--- src/rtl/addsub_pkg.sv ---
// Shared types and defaults for the sequential slice-by-slice adder/subtractor.
// Optional feature macro: ADDSUB_SAT_EN (saturating result on signed overflow).
package addsub_pkg;

  localparam int WIDTH_DEF = 16;
  localparam int SLICE_DEF = 4;

  // Controller states; the encoding is visible on the top-level debug port.
  typedef enum logic [1:0] {
    IDLE = 2'd0,
    BUSY = 2'd1,
    DONE = 2'd2
  } state_t;

endpackage

--- src/rtl/slice_add.sv ---
// Combinational SLICE-bit adder with carry in/out. Also reports the carry
// into the slice MSB so the caller can derive signed overflow on the top slice.
module slice_add #(
  parameter int SLICE = 4
) (
  input  logic [SLICE-1:0] a,
  input  logic [SLICE-1:0] b,
  input  logic             cin,
  output logic [SLICE-1:0] sum,
  output logic             cout,
  output logic             msb_cin
);

  logic [SLICE:0] full;

  // Plain widened addition; the MSB carry-in is recovered from the MSB sum bit.
  always_comb begin
    full    = {1'b0, a} + {1'b0, b} + {{SLICE{1'b0}}, cin};
    sum     = full[SLICE-1:0];
    cout    = full[SLICE];
    msb_cin = a[SLICE-1] ^ b[SLICE-1] ^ full[SLICE-1];
  end

endmodule

--- src/rtl/addsub16_seq.sv ---
// Sequential add/subtract: operands are captured once, then summed SLICE bits
// per cycle, LSB slice first. Result is held until the consumer takes it.
// Optional feature macro: ADDSUB_SAT_EN -- saturate y on signed overflow.
//
// Handshake: a transfer happens on a rising clk edge where valid && ready are
// both high. in_ready is high only in IDLE, out_valid only in DONE; y/cout/ovf
// are stable for as long as out_valid is high, and the cycle that retires a
// result never also accepts new operands.
module addsub16_seq
  import addsub_pkg::*;
#(
  parameter int WIDTH = WIDTH_DEF,
  parameter int SLICE = SLICE_DEF
) (
  input  logic                    clk,
  input  logic                    rst_n,
  input  logic                    in_valid,
  output logic                    in_ready,
  input  logic        [WIDTH-1:0] a,
  input  logic        [WIDTH-1:0] b,
  input  logic                    sub,
  output logic                    out_valid,
  input  logic                    out_ready,
  output logic signed [WIDTH-1:0] y,
  output logic                    cout,
  output logic                    ovf,
  output logic        [1:0]       dbg_state
);

  localparam int NSL = WIDTH / SLICE;
  localparam int CW  = (NSL > 1) ? $clog2(NSL) : 1;
  localparam logic [CW-1:0] LAST = CW'(NSL - 1);

  state_t            state;
  logic [WIDTH-1:0]  a_r;
  logic [WIDTH-1:0]  b_r;
  logic              carry;
  logic [CW-1:0]     count;

  logic [SLICE-1:0]  sa;
  logic [SLICE-1:0]  sb;
  logic [SLICE-1:0]  s_sum;
  logic              s_cout;
  logic              s_msb;

  assign in_ready  = (state == IDLE);
  assign out_valid = (state == DONE);
  assign dbg_state = state;

  // Pick the operand slice addressed by the running slice count.
  always_comb begin
    sa = '0;
    sb = '0;
    for (int i = 0; i < NSL; i++) begin
      if (count == CW'(i)) begin
        sa = a_r[i*SLICE +: SLICE];
        sb = b_r[i*SLICE +: SLICE];
      end
    end
  end

  slice_add #(.SLICE(SLICE)) u_slice (
    .a       (sa),
    .b       (sb),
    .cin     (carry),
    .sum     (s_sum),
    .cout    (s_cout),
    .msb_cin (s_msb)
  );

  // Controller and datapath registers; subtraction is a + ~b + 1.
  always_ff @(posedge clk or negedge rst_n) begin
    if (!rst_n) begin
      state <= IDLE;
      a_r   <= '0;
      b_r   <= '0;
      carry <= 1'b0;
      count <= '0;
      y     <= '0;
      cout  <= 1'b0;
      ovf   <= 1'b0;
    end else begin
      case (state)
        IDLE: begin
          if (in_valid) begin
            a_r   <= a;
            b_r   <= b ^ {WIDTH{sub}};
            carry <= sub;
            count <= '0;
            state <= BUSY;
          end
        end
        BUSY: begin
          for (int i = 0; i < NSL; i++) begin
            if (count == CW'(i)) y[i*SLICE +: SLICE] <= s_sum;
          end
          carry <= s_cout;
          count <= count + CW'(1);
          if (count == LAST) begin
            cout  <= s_cout;
            ovf   <= s_msb ^ s_cout;
`ifdef ADDSUB_SAT_EN
            // Overflow only happens when the result sign is wrong, so clamp
            // toward the sign of a.
            if (s_msb ^ s_cout) begin
              y <= a_r[WIDTH-1] ? {1'b1, {(WIDTH-1){1'b0}}}
                                : {1'b0, {(WIDTH-1){1'b1}}};
            end
`endif
            state <= DONE;
          end
        end
        DONE: begin
          if (out_ready) state <= IDLE;
        end
        default: state <= IDLE;
      endcase
    end
  end

endmodule
--- config.mk ---
export PLATFORM = sky130hd
export DESIGN_NAME = addsub16_seq
export DESIGN_NICKNAME = d
export VERILOG_FILES = /design/src/rtl/addsub_pkg.sv /design/src/rtl/slice_add.sv /design/src/rtl/addsub16_seq.sv
export SDC_FILE = /design/constraint.sdc
export NUM_CORES = 1
export LEC_CHECK = 0
export BUFFER_PORTS_ARGS = -buffer_cell sky130_fd_sc_hd__buf_4
export CAP_MARGIN = 30
export CORE_MARGIN = 2
export CORE_UTILIZATION = 49
export CTS_BUF_LIST = sky130_fd_sc_hd__clkbuf_16
export CTS_CLUSTER_SIZE = 14
export DETAILED_ROUTE_END_ITERATION = 7
export MAX_ROUTING_LAYER = met4
export PLACE_DENSITY_LB_ADDON = 0.12
export REMOVE_ABC_BUFFERS = 1
export SYNTH_ARGS = -nofsm -noshare
export SYNTH_HDL_FRONTEND = slang
export SYNTH_HIERARCHICAL = 1
export SYNTH_SLANG_ARGS = --single-unit
--- constraint.sdc ---
create_clock -name clk -period 2.58 [get_ports clk]
set_input_delay 0.516 -clock clk [delete_from_list [all_inputs] [get_ports clk]]
set_output_delay 0.516 -clock clk [all_outputs]
set_load 0.1 [all_outputs]
[After elaboration in Yosys (flattened, before gate mapping)]
Index checks and enable logic that the tools add are counted.
Storage, ports and cells
  flip-flop bits (word level): 55
  bits in latches: 0
  memory bits (writable): 0
  memory bits (read-only): 0
  input port bits: 37
  output and inout bits: 22
  logic and storage cells: 52
  memories kept: 0
Operators by class
  $add $sub $neg: 3
  multiply operators: 0
  divide/modulo/power cells: 0
  $lt $le $gt $ge: 0
  equality and inequality tests: 8
  shifts and indexed selects: 0
  multiplexer cells: 16
  bitwise gates (word level): 4
  reduce and logical (&&, ||, !) cells: 10
Operator list (number)
  $mux W4: 8
  $xor A16 B16 Y16: 1
  $reduce_and A2 Y1: 6
  $mux W2: 4
  $eq A2 B2 Y1 const B: 3
  $pmux W2 S3: 1
  $add A4 B4 Y5: 1
  $add A5 B1 Y5: 1
  $eq A2 B1 Y1 const B: 2
  $logic_not A2 Y1: 2
  $ne A2 B2 Y1 const B: 2
  $pmux W2 S2: 1
  $reduce_and A3 Y1: 1
  $xor A1 B1 Y1: 3
  $add A2 B1 Y2 const B: 1
  $ne A2 B1 Y1 const B: 1
  $pmux W1 S2: 1
  $reduce_bool A2 Y1: 1
  $mux W1: 1

[Depth between registers and ports, before layout]
Gate-level depths: netlist of run 1.
  depth after elaboration: 9
  mapped depth: 14
  depth with buffers taken out: 13

[Hierarchy]
Netlist of run 1, hierarchy kept.
Modules (own cells, without submodules)
  addsub16_seq: instances 1, cells each 209, area each 2517.4 µm²
  slice_add: instances 1, cells each 17, area each 143.9 µm²

[Least setup slack after synthesis of run 1]
No wires, ideal clock.
  kind: register to output
  from: reg state[0] (netlist: dbg_state[0])
  to: out in_ready
  data arrival time: 2.306 ns
  setup slack: -0.242 ns
  stages on the path, launching flop included: 3
  cell sequence: dfrtp_1 buf_4 nor2_1
On the way
  word-level cells in the longest chain between the ends: 1
RTL lines
  from (decl): RTL line addsub16_seq.sv:34  | state_t state;
  from (signal assigned): RTL line addsub16_seq.sv:74  | state <= IDLE;
  from (signal assigned): RTL line addsub16_seq.sv:90  | state <= BUSY;
  from (signal assigned): RTL line addsub16_seq.sv:110  | state <= DONE;
  $logic_not A2 Y1: RTL line addsub16_seq.sv:46  | assign in_ready = (state == IDLE);
  to (decl): RTL line addsub16_seq.sv:18  | output logic in_ready,
No other way between the ends.

[Final worst setup path of run 1]
  from: reg count[0]
  to: reg y[15]
On the way
  word-level cells in the longest chain between the ends: 7
RTL lines
  from (decl): RTL line addsub16_seq.sv:38  | logic [CW-1:0] count;
  from (signal assigned): RTL line addsub16_seq.sv:98  | count <= count + CW'(1);
  $logic_not A2 Y1: RTL line addsub16_seq.sv:55  | if (count == CW'(i)) begin
  $mux W4 (3 in a row): RTL line addsub16_seq.sv:55
  $mux W4 *: RTL line addsub16_seq.sv:55
  via sa[1]: RTL line addsub16_seq.sv:40  | logic [SLICE-1:0] sa;
  $add A4 B4 Y5 *: RTL line slice_add.sv:18  | full = {1'b0, a} + {1'b0, b} + {{SLICE{1'b0}}, cin};
  $add A5 B1 Y5 *: RTL line slice_add.sv:18
  via s_sum[3]: RTL line addsub16_seq.sv:42  | logic [SLICE-1:0] s_sum;
  to (signal, indexed assignment): RTL line addsub16_seq.sv:95  | if (count == CW'(i)) y[i*SLICE +: SLICE] <= s_sum;
  to (decl): RTL line addsub16_seq.sv:24  | output logic signed [WIDTH-1:0] y,
The timed path passes the listed nets; every way through them passes the cells marked *.
A chain may end at the register's enable or synchronous reset.

==> qor.yml, run 1 <==
status: "finished clean"
dieArea_um2: 6040
synth-edff-count: 0
top_usage_layer: "met2"
h-tree-depth: 2
rsz0062_at_grt: "true"
cp.arrival_ps: 2670
grt_max_degree: 56
row_count: 26
use_met3_pct: 4.42
clk_pin_slew_ps: 70
ff2ff_path_depth: 12
maxCapViolCount: 0
async_flop_share_pct: 100
crit_start: "count[0]"
layout_common_cells: "buf_4, dfrtp_1, mux2_2"
num_vias: 1879
avgSynthCellArea_um2: 11.8
worstSetupPathType: "reg -> reg"
mostFrequentLayoutCell: "buf_4"
ys_warn_count: 6
fill_cells: 403
core_um2: 5170
maxSlewHeadroom_pct: 54.5
post-route-worst-setup-slack_ps: 89.3
fmax_mhz: 402
ios: 59
clock_path_buffers: 2
grt_first_pass_wirelength_mm: 8.94
r2r_start: "count[0]"
die_h_um: 77.7
die_w_um: 77.7
wl_mm: 5.41
cts_sinks: 55
dp_slack_ps: -195
gp_congestion: 0.874
hp-class: "in -> async"
track_usage_pct: 19.4
path_max_fanout: 5
grt_pass1_vias: 1903
skew_ps: 5.04
initial_core_util_pct: 51.5
r2r-end: "y[15]"
seq_area_frac_synth_pct: 51.7
finalCritPeriodShare_pct: 96.5
area_delta_synth_final_pct: 32.6
multiInputGateArea_um2: 1310
worstMarginPinSlew_ps: 683
dr.pass1.iters: 4
critPathRequiredTime_ps: 2760
syn_inst: 226
synth_flop_cell: "dfrtp_1"
ys_ff_latch: 55
cts_made_buffers: 5
post-dp-hpwl_mm: 3.82
cts_tree: "built"
grtUsageMet1_pct: 24.2
met2_usage_pct: 32.0
ant_nets: 0
end_kind: "flip-flop"
wl_per_cell_um: 14.7
grt_remaining_overflow: 0
drt_iter0_markers: 54
drv_slew: 0
cts_root_buf: "clkbuf_16"
finalHoldViolations: 0
diodes: 0
antenna_found_initial: 0
port_buffers: 58
finalSetupViolCount: 0
ys_types: 33
critPathLaunchType: "flip-flop"
routed_via_density: 5.09
num-nets-final: 344
clk_latency_ps: 290
syn-cell-area_um2: 2660
drcViolationCount: 0
r2r_slack_ps: 90
seq_area_um2: 1380
drive_above_1_share_pct: 50.8
layout_min_cycle_time_ps: 2490
whs_ps: 252
setup_tns_ps: 0
## how the worst max path moves through the flow
stage                          end  slack, ps  cells past startpoint
after global placement       carry       -110                     13
after global routing         carry        -70                     13
after detailed placement     carry       -190                     13
after CTS                      ovf         10                     13
final                        y[15]         90                     12
after floorplan           in_ready       -220                      1
## cell usage after synthesis, types with 2 or more instances
cell / instances / area [um2]
a21oi_2: 4 / 35.0
a21oi_1: 21 / 105
nor2b_1: 2 / 12.5
xnor2_1: 18 / 158
nand2b_1: 4 / 25.0
nand2_1: 7 / 26.3
clkbuf_1: 3 / 11.3
fa_1: 2 / 40.0
nor2_1: 21 / 78.8
inv_1: 9 / 33.8
o21ai_0: 5 / 25.0
mux2_2: 32 / 360
buf_6: 4 / 45.0
ha_1: 7 / 87.6
buf_4: 2 / 15.0
buf_2: 2 / 10.0
dfrtp_1: 55 / 1380
o22ai_1: 7 / 43.8
a22oi_1: 7 / 52.6
## cells by family (layout without fill, tap and decap cells)
group	Yosys count	after routing	share of synthesized area, %
buffers and inverters	21	94	4.47
AND/OR/NAND/NOR	42	42	8.23
XOR/XNOR	19	19	6.25
adder cells (fa/ha/maj)	9	9	4.80
flip-flops	55	55	51.7
AO/OA/AOI/OAI	48	48	11.0
multiplexers	32	32	13.5
## metrics by stage
step,instance area (um2),utilization [%],instances
after floorplan,2580,-,215
after global placement,3220,62.2,358
after detailed placement,3220,62.2,358
after CTS,3400,65.7,366
after global routing,3530,68.2,369
final,3530,68.2,369
## timing repair
item,CTS,global route
setup endpoints to repair,13,11
pin swaps,1,12
cloned,0,0
hold buffers,0,0
resized for setup,11,27
endpoints found under the hold margin,0,0
setup buffers,0,3
## layout make-up
cell class / instances / area share, %
Inverter: 10 / 1.06
Multi-Input combinational cell: 150 / 37.0
Tap cell: 70 / 2.48
Clock inverter: 3 / 0.567
Sequential cell: 55 / 39.0
Clock buffer: 5 / 3.54
Timing Repair Buffer: 76 / 16.3
## critical path: stages, from the launching register on
cell and delay (ps):
dfrtp_2 450, buf_4 160, ha_4 180, nand2b_4 160, buf_4 150, o22ai_1 190, a21oi_2 70, buf_4 140
ha_1 280, nand3_1 90, nand2_2 80, xor2_2 170, mux2_2 270
## per-layer routing
| metal | part of all wire [%] | vias up | wire length [um] |
|---|---|---|---|
| li1 | - | 920 | - |
| met1 | 45 | 904 | 2420 |
| met2 | 50 | 48 | 2700 |
| met3 | 4.0 | 7 | 217 |
| met4 | 1.3 | 0 | 71 |
| met5 | 0 | - | 0 |
## sequential cells by signal, summed over array words and instances (netlist names)
name	count
carry	1
ovf	1
count	2
dbg_state	2
a_r	16
cout	1
y	16
b_r	16
Power of run 1 is not shown: default switching activity piles up to over one toggle a cycle in this logic, so the estimate is an artifact.
==> run 2: changes to the inputs <==
--- a/config.mk
+++ b/config.mk
@@ -7,8 +7,10 @@
 export LEC_CHECK = 0
 export BUFFER_PORTS_ARGS = -buffer_cell sky130_fd_sc_hd__buf_4
 export CAP_MARGIN = 30
+export CELL_PAD_IN_SITES_DETAIL_PLACEMENT = 1
+export CELL_PAD_IN_SITES_GLOBAL_PLACEMENT = 2
 export CORE_MARGIN = 2
-export CORE_UTILIZATION = 49
+export CORE_UTILIZATION = 31
 export CTS_BUF_LIST = sky130_fd_sc_hd__clkbuf_16
 export CTS_CLUSTER_SIZE = 14
 export DETAILED_ROUTE_END_ITERATION = 7
==> run 2 against run 1 <==
Maximum frequency hardly changed; core utilization fell by 25 points; via count rose by 2.2%; sequential share of layout area is 0.48 points lower; clock skew down 1.1 ps; sequential cell count unchanged; critical path depth down 2; setup slack improved by 1.5 ps; cell count is 9.5% higher; first-iteration DRC count shrank 74%; die area rose by 55%; global-route usage shrank 5.3 points.
==> qor.yml, run 2 (synthesis results as in run 1) <==
status: "finished clean"
r2r-end: "y[3]"
seq_area_um2: 1380  # unchanged
cts_tree: "built"
track_usage_pct: 14.1  # -5.3 points
critPathRequiredTime_ps: 2760  # about the same
rsz0062_at_grt: "true"
gp_congestion: 0.705  # -19%
die_h_um: 96.7  # +24%
maxSlewHeadroom_pct: 53.5  # -1.0 points
diodes: 0  # unchanged
clock_path_buffers: 2  # unchanged
grt_first_pass_wirelength_mm: 10.5  # +17%
hold_buffers: 0  # unchanged
ff2ff_path_depth: 10  # -2
layout_common_cells: "buf_4, dfrtp_1, mux2_2"
die_w_um: 96.7  # +24%
critPathLaunchType: "flip-flop"
num-nets-final: 345  # +0.29%
maxCapViolCount: 0  # unchanged
drive_above_1_share_pct: 50.2  # -0.67 points
row_count: 33  # +27%
multiInputGateArea_um2: 1290  # -1.5%
fmax_mhz: 402  # about the same
ant_nets: 0  # unchanged
worstMarginPinSlew_ps: 698  # +15.4 ps
r2r_slack_ps: 90  # about the same
grt_remaining_overflow: 0  # unchanged
hp-class: "in -> async"
drcViolationCount: 0  # unchanged
skew_ps: 3.99  # -1.06 ps
routed_via_density: 4.75  # -6.7%
drv_slew: 0  # unchanged
clk_latency_ps: 290  # about the same
finalHoldViolations: 0  # unchanged
initial_core_util_pct: 32.2  # -19 points
mostFrequentLayoutCell: "buf_4"
finalSetupViolCount: 0  # unchanged
layout_min_cycle_time_ps: 2490  # -1.49 ps
cts_root_buf: "clkbuf_16"
cts_made_buffers: 5  # unchanged
fill_cells: 935  # +130%
fin_util_pct: 43.3  # -25 points
worstSetupPathType: "reg -> reg"
r2r_start: "count[0]"
post-route-worst-setup-slack_ps: 90.8  # +1.49 ps
grt_pass1_vias: 2093  # +10%
core_um2: 8260  # +60%
finalCritPeriodShare_pct: 96.5  # about the same
antenna_found_initial: 0  # unchanged
ios: 59  # unchanged
path_max_fanout: 4  # -1
grt_max_degree: 56  # unchanged
dp_slack_ps: -219  # -24.0 ps
num_vias: 1920  # +2.2%
end_kind: "flip-flop"
cts_sinks: 55  # unchanged
top_regs: "a_r: 16 flops, b_r: 16 flops, y: 16 flops"
area_delta_synth_final_pct: 34.3
h-tree-depth: 2  # unchanged
post-dp-hpwl_mm: 4.51  # +18%
cp.arrival_ps: 2670  # about the same
dr.pass1.iters: 4  # unchanged
wl_mm: 5.99  # +11%
port_buffers: 58  # unchanged
clk_pin_slew_ps: 70  # about the same
dieArea_um2: 9340  # +55%
drt_iter0_markers: 14  # -74%
wl_per_cell_um: 14.8  # +1.2%
==> run 2: area by class of cell <==
type                            count  share of cell area (%)
Clock buffer                        5                    3.50
Clock inverter                      2                   0.385
Inverter                           10                    1.12
Multi-Input combinational cell    150                    36.0
Sequential cell                    55                    38.6
Tap cell                          105                    3.68
Timing Repair Buffer               77                    16.7
==> run 2: per-stage QoR <==
stage                     area (um2)  instances  hold slack (ps)  TNS (ps)
after detailed placement        3290        396              492     -1450
after global routing            3570        404              336      -386
after CTS                       3480        404              303         0
after floorplan                 2580        215              220     -1430
after global placement          3290        396              483      -406
final                           3570        404              268         0
==> run 2: how the worst max path moves through the flow <==
stage / from / end / slack [ps] / depth (start not counted)
after global placement: count[0] / y[6] / -80 / 11
after CTS: count[0] / carry / 3 / 13
after global routing: count[1] / y[7] / -80 / 11
after floorplan: dbg_state[1] / in_ready / -220 / 1
final: count[0] / y[3] / 90 / 10
after detailed placement: count[0] / y[2] / -220 / 11
==> run 2: routing by layer <==
metal	track usage [%]	share of wire, %	up-vias
met2	22.7	49	40
li1	-	-	923
met1	18.1	46	950
met5	-	0	-
met3	2.82	3.6	7
met4	3.90	1.3	0
==> run 2: worst max-delay path: stages (launching register included) <==
cell	delay [ps]
dfrtp_2	460
inv_4	100
ha_4	170
or3b_2	440
o21ai_1	80
a31oi_1	80
ha_1	370
a21oi_2	150
nand2_2	70
xor2_1	170
mux2_2	280
==> run 2: what timing repair did <==
action	CTS	global route
endpoints found under the setup margin	15	15
endpoints found under the hold margin	0	0
pin swaps	3	7
buffers inserted	1	0
gates resized for setup	10	25
cloned	0	0
Power of run 2 is left out for the same reason.
==> run 3: changes to the inputs <==
--- a/config.mk
+++ b/config.mk
@@ -15,7 +15,7 @@
 export CTS_CLUSTER_SIZE = 14
 export DETAILED_ROUTE_END_ITERATION = 7
 export MAX_ROUTING_LAYER = met4
-export PLACE_DENSITY_LB_ADDON = 0.12
+export PLACE_DENSITY = 0.76
 export REMOVE_ABC_BUFFERS = 1
 export SYNTH_ARGS = -nofsm -noshare
 export SYNTH_HDL_FRONTEND = slang
==> run 3 against run 2 <==
Cell count rose by 0.25%; final area rose by 0.28%; non-clock buffer count did not move; maximum frequency fell by 2.9%; critical path depth rose by 3.
==> qor.yml, run 3 (synthesis results as in run 1) <==
initial_core_util_pct: 32.2  # unchanged
top_regs: "a_r: 16 flops, b_r: 16 flops, y: 16 flops"
post-dp-hpwl_mm: 4.67  # +3.5%
grt_pass1_vias: 2016  # -3.7%
finalCritPeriodShare_pct: 99.3  # +2.9 points
maxSlewHeadroom_pct: 54.0  # +0.54 points
end_kind: "flip-flop"
hp-class: "in -> async"
dr.pass1.iters: 4  # unchanged
gp_congestion: 0.739  # +4.8%
die_w_um: 96.7  # unchanged
mostFrequentLayoutCell: "buf_4"
grt_remaining_overflow: 0  # unchanged
worstSetupPathType: "reg -> reg"
finalHoldViolations: 0  # unchanged
drt_iter0_markers: 11  # -3
cts_sinks: 55  # unchanged
wl_per_cell_um: 16.0  # +7.8%
grt_first_pass_wirelength_mm: 10.2  # -3.0%
rsz0062_at_grt: "true"
num_vias: 1954  # +1.8%
drive_above_1_share_pct: 50.7  # +0.50 points
met3_length_um: 253  # +17%
routed_via_density: 4.82  # +1.5%
maxCapViolCount: 0  # unchanged
drv_slew: 0  # unchanged
ios: 59  # unchanged
clk_pin_slew_ps: 70  # about the same
cp.arrival_ps: 2760  # +90 ps
post-route-worst-setup-slack_ps: 17.3  # -73.6 ps
clk_latency_ps: 290  # about the same
ant_nets: 0  # unchanged
clock_path_buffers: 2  # unchanged
cts_tree: "built"
fin_util_pct: 43.4  # +0.12 points
antenna_found_initial: 0  # unchanged
fill_cells: 922  # -1.4%
die_h_um: 96.7  # unchanged
grt_max_degree: 56  # unchanged
fmax_mhz: 390  # -2.9%
wl_mm: 6.47  # +8.1%
cts_made_buffers: 5  # unchanged
topRoutingLayerUsed: "met4"
num-nets-final: 345  # unchanged
setup_tns_ps: 0  # unchanged
area_delta_synth_final_pct: 34.6
diodes: 0  # unchanged
critPathLaunchType: "flip-flop"
drcViolationCount: 0  # unchanged
h-tree-depth: 2  # unchanged
status: "finished clean"
cts_root_buf: "clkbuf_16"
port_buffers: 58  # unchanged
dieArea_um2: 9340  # unchanged
layout_common_cells: "buf_4, dfrtp_1, mux2_2"
critPathRequiredTime_ps: 2780  # +20 ps
path_max_fanout: 4  # unchanged
wl_met1_mm: 2.94  # +5.9%
worstMarginPinSlew_ps: 690  # -8.13 ps
finalSetupViolCount: 0  # unchanged
track_usage_pct: 13.8  # -0.24 points
skew_ps: 6.97  # +2.99 ps
row_count: 33  # unchanged
layout_min_cycle_time_ps: 2560  # +73.6 ps
hold_buffers: 0  # unchanged
dp_slack_ps: -218  # +0.228 ps
met2_length_mm: 3.22  # +10%
core_um2: 8260  # unchanged
==> run 3: timing repair <==
action	4_1_cts	5_1_grt
endpoints found under the setup margin	7	11
buffers inserted	0	2
resized for setup	12	23
pin swaps	3	12
endpoints found under the hold margin	0	0
==> run 3: final timing paths <==
path	from	cells after the start	slack [ps]	to
max	count[1]	13	20	carry
min	rst_n	1	270	y[2]
max reg2reg	count[1]	13	20	carry
min reg2reg	ovf	2	510	ovf
max in group asynchronous	rst_n	1	1820	count[0]
min in group clk	out_ready	2	410	dbg_state[1]
==> run 3: per-layer routing <==
layer	GRT usage, %	vias to the layer above
met4	3.25	0
li1	-	926
met5	-	-
met1	17.6	977
met3	3.25	8
met2	22.5	43
==> run 3: final cells by class <==
cell class                 instances  area (um2)  area share (%)
clock buffer                       5         125            3.49
clock inverter                     3        43.8            1.22
inverter                          10        41.3            1.15
multi-input combinational        150        1280            35.6
sequential                        55        1380            38.5
tap                              105         131            3.67
timing repair buffer              77         586            16.3
==> run 3: worst max-delay path, stage by stage, from the launching register on <==
cell and delay (ps):
dfrtp_2 450, inv_2 120, ha_4 150, nor2b_4 200
a22oi_2 80, a21oi_2 180, fa_2 250, inv_2 50
fa_2 350, nor2b_1 130, o21ai_1 80, nand2b_1 120
inv_2 50, a221oi_2 250
==> run 3: through the flow <==
stage	area, um2	std cells	hold WS, ps
after global routing	3580	405	328
after floorplan	2580	215	220
after detailed placement	3280	396	490
after CTS	3480	404	299
after global placement	3280	396	488
final	3580	405	266
Power of run 3 is left out for the same reason.
